**src/rtl/sqacc_frame_ctrl_if.sv**
```systemverilog
// rtl/sqacc_frame_ctrl_if.sv - sample/result handshake bundle for sqacc_frame_ctrl
interface sqacc_frame_ctrl_if #(
  parameter int ACC_W = 20
);
  logic [7:0]       a;
  logic             valid_in;
  logic             ready_in;
  logic [ACC_W-1:0] f;
  logic             overflow;
  logic             valid_out;
  logic             ready_out;
  logic             busy;

  modport master (
    output a, valid_in, ready_out,
    input  ready_in, f, overflow, valid_out, busy
  );

  modport slave (
    input  a, valid_in, ready_out,
    output ready_in, f, overflow, valid_out, busy
  );
endinterface

```
**src/rtl/sqacc_frame_ctrl.sv**
```systemverilog
// rtl/sqacc_frame_ctrl.sv - framed, flow-controlled square-accumulate sequencer
// Optional SQACC_SAT_EN: saturate the frame sum to all ones on overflow.
module sqacc_frame_ctrl #(
  parameter int FRAME_LEN = 4,
  parameter int ACC_W     = 20
) (
  input  logic               clk,
  input  logic               reset,
  sqacc_frame_ctrl_if.slave  bus
);
  localparam logic [7:0] LAST = 8'(FRAME_LEN - 1);

  logic [7:0]       cnt_q;
  logic [7:0]       a_q;
  logic             s1_vld_q;
  logic             s1_first_q;
  logic             s1_last_q;
  logic [ACC_W-1:0] acc_q;
  logic             ovf_acc_q;
  logic [ACC_W-1:0] f_q;
  logic             ovf_q;
  logic             vout_q;

  logic [15:0]      sq;
  logic [ACC_W-1:0] base;
  logic [ACC_W:0]   sum;
  logic [ACC_W-1:0] acc_d;
  logic             ovf_acc_d;
  logic             ready_in;
  logic             accept;

  // The last sample of a frame is held off while its result slot is occupied.
  assign ready_in = !((cnt_q == LAST) && ((vout_q && !bus.ready_out) || s1_last_q));
  assign accept   = bus.valid_in && ready_in;

  always_comb begin
    sq        = {8'd0, a_q} * {8'd0, a_q};
    base      = s1_first_q ? '0 : acc_q;
    sum       = {1'b0, base} + {{(ACC_W-15){1'b0}}, sq};
    ovf_acc_d = (s1_first_q ? 1'b0 : ovf_acc_q) | sum[ACC_W];
`ifdef SQACC_SAT_EN
    acc_d     = ovf_acc_d ? '1 : sum[ACC_W-1:0];
`else
    acc_d     = sum[ACC_W-1:0];
`endif
  end

  always_ff @(posedge clk) begin
    if (reset) begin
      cnt_q      <= '0;
      a_q        <= '0;
      s1_vld_q   <= 1'b0;
      s1_first_q <= 1'b0;
      s1_last_q  <= 1'b0;
      acc_q      <= '0;
      ovf_acc_q  <= 1'b0;
      f_q        <= '0;
      ovf_q      <= 1'b0;
      vout_q     <= 1'b0;
    end else begin
      s1_vld_q   <= accept;
      s1_first_q <= accept && (cnt_q == 8'd0);
      s1_last_q  <= accept && (cnt_q == LAST);
      if (accept) begin
        a_q   <= bus.a;
        cnt_q <= (cnt_q == LAST) ? 8'd0 : cnt_q + 8'd1;
      end
      if (s1_vld_q) begin
        acc_q     <= acc_d;
        ovf_acc_q <= ovf_acc_d;
      end
      // A completing frame wins over the consumer handshake in the same cycle.
      if (s1_vld_q && s1_last_q) begin
        f_q    <= acc_d;
        ovf_q  <= ovf_acc_d;
        vout_q <= 1'b1;
      end else if (vout_q && bus.ready_out) begin
        vout_q <= 1'b0;
      end
    end
  end

  assign bus.ready_in  = ready_in;
  assign bus.f         = f_q;
  assign bus.overflow  = ovf_q;
  assign bus.valid_out = vout_q;
  assign bus.busy      = (cnt_q != 8'd0) || s1_vld_q;
endmodule
```
**src/flat_wrapper.sv**
```systemverilog
// flat-port wrapper written by rule: the top's interface ports become plain ports
module sqacc_frame_ctrl_flat 
#(
  parameter int FRAME_LEN = 4,
  parameter int ACC_W     = 20
)
  (clk, reset, bus_a, bus_valid_in, bus_ready_out, bus_ready_in, bus_f, bus_overflow, bus_valid_out, bus_busy);
  sqacc_frame_ctrl_if #(.ACC_W(ACC_W)) bus_i ();
  input  logic clk;
  input  logic reset;
  input wire logic [$bits(bus_i.a)-1:0] bus_a;
  input wire logic [$bits(bus_i.valid_in)-1:0] bus_valid_in;
  input wire logic [$bits(bus_i.ready_out)-1:0] bus_ready_out;
  output wire logic [$bits(bus_i.ready_in)-1:0] bus_ready_in;
  output wire logic [$bits(bus_i.f)-1:0] bus_f;
  output wire logic [$bits(bus_i.overflow)-1:0] bus_overflow;
  output wire logic [$bits(bus_i.valid_out)-1:0] bus_valid_out;
  output wire logic [$bits(bus_i.busy)-1:0] bus_busy;
  assign bus_i.a = bus_a;
  assign bus_i.valid_in = bus_valid_in;
  assign bus_i.ready_out = bus_ready_out;
  assign bus_ready_in = bus_i.ready_in;
  assign bus_f = bus_i.f;
  assign bus_overflow = bus_i.overflow;
  assign bus_valid_out = bus_i.valid_out;
  assign bus_busy = bus_i.busy;
  sqacc_frame_ctrl #(.FRAME_LEN(FRAME_LEN), .ACC_W(ACC_W)) u_core (.clk(clk), .reset(reset), .bus(bus_i));
endmodule
```
**config.mk**
```make
export PLATFORM = sky130hd
export DESIGN_NAME = sqacc_frame_ctrl_flat
export DESIGN_NICKNAME = d
export VERILOG_FILES = /design/src/rtl/sqacc_frame_ctrl_if.sv /design/src/rtl/sqacc_frame_ctrl.sv /design/src/flat_wrapper.sv
export SDC_FILE = /design/constraint.sdc
export NUM_CORES = 1
export LEC_CHECK = 0
export CAP_MARGIN = 20
export CORE_MARGIN = 3
export CORE_UTILIZATION = 65
export DETAILED_ROUTE_END_ITERATION = 10
export GPL_TIMING_DRIVEN = 0
export PLACE_DENSITY_LB_ADDON = 0.08
export SETUP_SLACK_MARGIN = 0.4
export SLEW_MARGIN = 25
export SYNTH_ARGS = -nofsm -noshare
export SYNTH_HDL_FRONTEND = slang
export SYNTH_SLANG_ARGS = --single-unit
export TNS_END_PERCENT = 5
```
**constraint.sdc**
```tcl
create_clock -name clk -period 9.9 [get_ports clk]
set_clock_uncertainty 0.2 [all_clocks]
set_input_delay 2.97 -clock clk [delete_from_list [all_inputs] [get_ports clk]]
set_output_delay 2.97 -clock clk [all_outputs]
set_load 0.1 [all_outputs]
```
==> impl_results.md, run 1 <==
- Synthesized cell area: between 5000 and 6000 um^2
- Switching power: ~190 uW
- Status: finished clean
- Max Buffers Root-to-Sink: 2
- Routability cong.: 0.915
- CTS Sinks: 62
- WHS: about 260 ps
- Syn Nets: ~700
- Pwr/cell area: 112 nW/um^2
- Required @ worst endpoint: 6730 ps
- FF+latch area: 1240 um^2
- Fin crit share: 82.7%
- Seq pwr share: 40.6%
- Initial antenna violation count: 0
- Worst-margin pin slew: 985 ps
- Post-CTS Hold Fix Bufs: 0
- PostCTS Resize Cnt: 0
- Largest net degree at the start of global routing: 11
- Final core utilization: 78.1%
- Final-report setup violation count: 0
- R2R setup slack: between 4000 and 5000 ps
- Synth cell types: 63
- Reg2reg path depth: 17
- Final Critical Period: 8190 ps
- Cell internal pwr: approximately 460 uW
- Maximum VDD drop: ~0.078 mV
- Site Rows: 31
- Switching Fraction: 29.4%
- Critical path peak fanout: 3
- Setup_tns: 0 ps
- First drt pass iteration count: 5
- Core Region: 7450 um^2
- Critical Path AT: 5020 ps
- Critical path class: primary input to output pin
- List of most frequent post-synthesis cells: inv_1 (79), dfxtp_1 (62), nand2_1 (51), ha_1 (46)
- Fill cells: 543
- Area delta synth->final: 13.4%
- Die X: around 95 um
- Area leader, netlist: dfxtp_1
- H-tree Lvls: 3
- Post-synth EDFFs: 0
- Clock network power share: 39.3%
- HP Class: register to register
- Total track usage: 31.3%
- Final Hold Violating Endpoints: 0
- Hold Startpoint: u_core.bus.f[1]
- CP endpoint kind: output pin
- Iteration-0 DRC count of the detailed router: 304
- PnR worst setup slack: around 1700 ps
- Root Driver: clkbuf_8
- HPWL after DPL: about 9.7 mm
- Die height: roughly 95 um
- Antenna Diode Count: 0
- Skew-Pair Late Insertion Delay: 340 ps
- Post-synth top area share: 24.2%
- Full die area: 8990 um^2
- Post-Synthesis Cells: 602
- Count leader, synth: inv_1
- Multi-input gate area: 3430 um^2
- DR DRC count: 0
- Placement Setup Slack: 1710 ps
- Max-Cap Viols: 0
- Port bufs: 34
- Number of global-route vias before repair: 4559
- Ys Warns: 0
- Max-slew violation count: 0
- Total length of routed wires: 12.9 mm
- Vias per cell: 5.97
- Post-CTS Setup Bufs: 0
- DR WL/cell: approximately 17 um
- Post-synthesis sequential area ratio: 24.2%
- I/O Pins: 36
- Vias: 4481
- Grt ovf: 0
- Leak: 2.62 nW
- Global-route wire length before repair: 21.8 mm
- Mapped Avg Cell Area: 8.52 um^2
- Max Fclk: approximately 0.12 GHz
- Hold path depth: 2
- Nets: 742
- Async S/R FF share, synth: 0%
- Synth top area cells: dfxtp_1 (24%), fa_1 (14%), ha_1 (11%), inv_1 (5.8%), nand2_1 (3.7%)
- Crit path launch type: primary input
- Initial Utilization: ~70%
- Worst reg2reg startpoint: u_core.s1_first_q
- Hold path endpoint: u_core.bus.f[1]
- Slew Limit Headroom: between 30% and 40%
- Clock buffer count from CTS: 9
- TritonCTS clock tree: done
- Yosys reg bits: between 60 and 70
- Layout cells sized above 1: 5.84%
- RSZ-0062 raised after global routing: no
- DRT antenna net count: 0
- R2R Path End: u_core.ovf_acc_q
- Ys flop type: dfxtp_1
- Combinational share of power: 20.1%
- Clock slew at reported path FFs: 70 ps
## stage by stage
step | total power [mW] | cell area (um^2) | cells
5_1_grt | 0.677 | 5810 | 750
6_report | 0.649 | 5810 | 750
4_1_cts | 0.649 | 5810 | 750
3_5_place_dp | 0.397 | 5590 | 735
2_1_floorplan | 0.361 | 5130 | 602
3_3_place_gp | 0.390 | 5590 | 735
## critical path, stage by stage
cell             delay [ps]
clkdlybuf4s50_1         440
nand2b_1                100
nor2b_1                 220
or2_1                   140
clkdlybuf4s50_1        1130
## power groups by stage
stage	Clock, mW	Sequential (mW)	Combinational, mW
4_1_cts	0.256	0.263	0.130
6_report	0.255	0.263	0.131
2_1_floorplan	0	0.266	0.0948
5_1_grt	0.267	0.264	0.146
3_5_place_dp	0	0.269	0.129
3_3_place_gp	0	0.268	0.122
## layout make-up
cell class	instances	share of cell area, %
multi-input combinational	430	59.0
timing repair buffer	34	5.85
tap	99	2.13
sequential	62	21.4
inverter	79	5.10
clock inverter	4	1.21
buffer	31	2.73
clock buffer	11	2.60
## routing by layer
metal	global-route usage (%)	wire (um)	vias to the layer above	share of wire, %
met5	0	0	-	0
met4	13.5	434	0	3.4
met3	5.34	776	41	6.0
met2	52.4	6340	175	49
met1	39.7	5360	2146	42
li1	-	-	2119	-
## sequential cells by signal, indices dropped and copies added, names as in the netlist
register,count
u_core.bus.valid_out,1
u_core.s1_last_q,1
u_core.ovf_acc_q,1
u_core.cnt_q,8
u_core.bus.overflow,1
u_core.a_q,8
u_core.bus.f,20
u_core.s1_first_q,1
u_core.s1_vld_q,1
u_core.acc_q,20
## layout by cell type (no fill, tap or decap), types with 6 or more instances in the layout
cell type	netlist	routed
a21o_1	7	7
a21oi_1	35	35
a31oi_1	6	6
and2_1	17	17
and3_1	8	8
clkbuf_1	21	21
clkbuf_8	3	14
clkdlybuf4s50_1	0	34
dfxtp_1	62	62
fa_1	37	37
ha_1	46	46
inv_1	79	79
mux2i_1	18	18
nand2_1	51	51
nand2b_1	7	7
nand3_1	24	24
nor2_1	37	37
nor2b_1	17	17
nor3_1	13	13
o211ai_1	7	7
o21ai_0	14	14
xnor2_1	12	12
## cells by family after synthesis
family	share of synthesized area (%)
compound gates	13.3
xor+xnor	2.90
fa+ha+maj	25.7
buf+inv	8.88
flops	24.2
mux	3.51
simple gates	21.5
## how the worst max path moves through the flow
stage | start | to | slack (ps) | depth (start not counted)
finish | bus_ready_out | bus_ready_in | 1710 | 5
global route | bus_ready_out | bus_ready_in | 1560 | 5
floorplan | bus_ready_out | bus_ready_in | 2700 | 3
CTS | bus_ready_out | bus_ready_in | 1700 | 5
detailed placement | bus_ready_out | bus_ready_in | 1710 | 5
global placement | bus_ready_out | bus_ready_in | 1700 | 5
(Power assumes the default switching activity.)
==> run 2, diff against run 1 <==
--- a/config.mk
+++ b/config.mk
@@ -7,7 +7,7 @@
 export LEC_CHECK = 0
 export CAP_MARGIN = 20
 export CORE_MARGIN = 3
-export CORE_UTILIZATION = 65
+export CORE_UTILIZATION = 60
 export DETAILED_ROUTE_END_ITERATION = 10
 export GPL_TIMING_DRIVEN = 0
 export PLACE_DENSITY_LB_ADDON = 0.08
==> constraint.sdc (replaced) <==
create_clock -name clk -period 7.6 [get_ports clk]
set_clock_uncertainty 0.2 [all_clocks]
set_input_delay 2.28 -clock clk [delete_from_list [all_inputs] [get_ports clk]]
set_output_delay 2.28 -clock clk [all_outputs]
set_load 0.1 [all_outputs]
==> impl_results.md, run 2 (same netlist as run 1, synthesis figures left out) <==
- Status: finished clean (unchanged)
- Commonest non-fill, non-tap cells in the layout: inv_1 (79), dfxtp_1 (62), nand2_1 (51), ha_1 (46) (unchanged)
- Top cell family by delay on the critical path: buffers and inverters (unchanged)
- Fin crit share: 90.0%
- Site Rows: 33 (was 31)
- Critical path class: primary input to output pin (unchanged)
- Core Region: 8260 um^2 (was 7450 um^2)
- Vias: 4322 (was 4481)
- Area delta synth->final: 13.1% (was 13.4%)
- Full die area: 9690 um^2 (was 8990 um^2)
- Routability cong.: 0.907 (was 0.915)
- Skew-Pair Late Insertion Delay: 350 ps (was 340 ps)
- Clock slew at reported path FFs: 70 ps (about the same)
- Die X: 98.4 um (was 94.8 um)
- First drt pass iteration count: 4 (was 5)
- Root Driver: clkbuf_8 (unchanged)
- Number of global-route vias before repair: 4546 (was 4559)
- Post-CTS Setup Bufs: 0 (unchanged)
- Max Fclk: 0.146 GHz
- Slowest cell on crit path: clkdlybuf4s50_1 (unchanged)
- Slew Limit Headroom: 34.0% (was 34.1%)
- Critical Path AT: 4360 ps (was 5020 ps)
- PostCTS Resize Cnt: 0 (unchanged)
- I/O Pins: 36 (unchanged)
- Total length of routed wires: 12.3 mm (was 12.9 mm)
- Iteration-0 DRC count of the detailed router: 215 (was 304)
- FF+latch area: 1240 um^2 (unchanged)
- Required @ worst endpoint: 5120 ps (was 6730 ps)
- CP cell instances: clkdlybuf4s50_1 > nand2b_1 > nor2b_1 > or2_1 > clkdlybuf4s50_1 (unchanged)
- Post-CTS Hold Fix Bufs: 0 (unchanged)
- Final Hold Violating Endpoints: 0 (unchanged)
- Initial antenna violation count: 0 (unchanged)
- HPWL after DPL: 9.44 mm (was 9.69 mm)
- Pwr/cell area: 139 nW/um^2 (was 112 nW/um^2)
- Worst-margin pin slew: 987 ps (was 985 ps)
- DR DRC count: 0 (unchanged)
- Most common cell after layout, fill and taps aside: inv_1 (unchanged)
- Tot Pwr: 804 uW (was 649 uW)
- Critical path peak fanout: 3 (unchanged)
- Final Critical Period: 6840 ps
- Multi-input gate area: 3430 um^2 (unchanged)
- Max-slew violation count: 0 (unchanged)
- DR WL/cell: 16.3 um (was 17.2 um)
- Global-route wire length before repair: 21.2 mm (was 21.8 mm)
- Max-Cap Viols: 0 (unchanged)
- Grt ovf: 0 (unchanged)
- Crit-path max cell delay: 1130 ps (about the same)
- CP bufs+invs: 2 (unchanged)
- RSZ-0062 raised after global routing: no (unchanged)
- Vias per cell: 5.71 (was 5.97)
- Max Buffers Root-to-Sink: 2 (unchanged)
- Port bufs: 34 (unchanged)
- Clock buffer count from CTS: 9 (unchanged)
- Nets: 742 (unchanged)
- Fill cells: 689 (was 543)
- Crit path launch type: primary input (unchanged)
- Die height: 98.4 um (was 94.8 um)
- Antenna Diode Count: 0 (unchanged)
- Cell mode on critical path: clkdlybuf4s50_1 (unchanged)
- Largest net degree at the start of global routing: 12 (was 11)
- Final-report setup violation count: 0 (unchanged)
- Leak: 2.60 nW (was 2.62 nW)
- CTS Sinks: 62 (unchanged)
- R2R setup slack: 2160 ps (was 4580 ps)
- TritonCTS clock tree: done (unchanged)
- HP Class: register to register (unchanged)
- Initial Utilization: 62.1% (was 68.9%)
- Layout cells sized above 1: 5.98% (was 5.84%)
- CP endpoint kind: output pin (unchanged)
- Maximum VDD drop: 0.0768 mV (was 0.0775 mV)
- DRT antenna net count: 0 (unchanged)
- Setup_tns: 0 ps (unchanged)
- H-tree Lvls: 3 (unchanged)
- Total track usage: 26.8% (was 31.3%)
[run 2: layout make-up]
cell class,instances,share of cell area [%]
clock inverters,6,1.06
repair buffers,34,5.87
clock buffers,10,2.37
flip-flops and latches,62,21.4
inverters,79,5.11
plain buffers,31,2.74
well taps,105,2.27
multi-input cells,430,59.2
[run 2: report_power, final]
| part | switching, mW | internal (mW) | leakage [nW] |
|---|---|---|---|
| sequential | 0.00902 | 0.334 | 0.503 |
| combinational | 0.103 | 0.0625 | 2.00 |
| clock | 0.137 | 0.159 | 0.102 |
| total | 0.249 | 0.555 | 2.60 |
[run 2: per-layer routing]
layer  share of wire, %  global-route usage [%]  up-vias
met5                  0                       0        -
met4                1.6                    9.87        0
met3                4.1                    4.74       20
met2                 49                    46.1       97
met1                 45                    33.8     2085
li1                   -                       -     2120
[run 2: path summary, 6_finish.rpt]
check,to,from,depth (start not counted)
max,bus_ready_in,bus_ready_out,5
min,u_core.bus.f[2],u_core.bus.f[2],2
min reg2reg,u_core.bus.f[2],u_core.bus.f[2],2
max reg2reg,u_core.ovf_acc_q,u_core.s1_first_q,17
[run 2: metrics by stage]
step | std cells | cell area [um^2] | util (%) | worst slack (ps) | hold slack (ps)
after floorplan | 602 | 5130 | - | 1780 | 241
after global placement | 741 | 5600 | 67.8 | 781 | 246
after detailed placement | 741 | 5600 | 67.8 | 765 | 249
after CTS | 757 | 5800 | 70.2 | 751 | 262
after global routing | 757 | 5800 | 70.2 | 676 | 273
final | 757 | 5800 | 70.2 | 761 | 259
[run 2: worst min-delay path: stages, from the launching register on]
cell,delay [ps]
dfxtp_1,310
nand2_1,50
a21oi_1,50
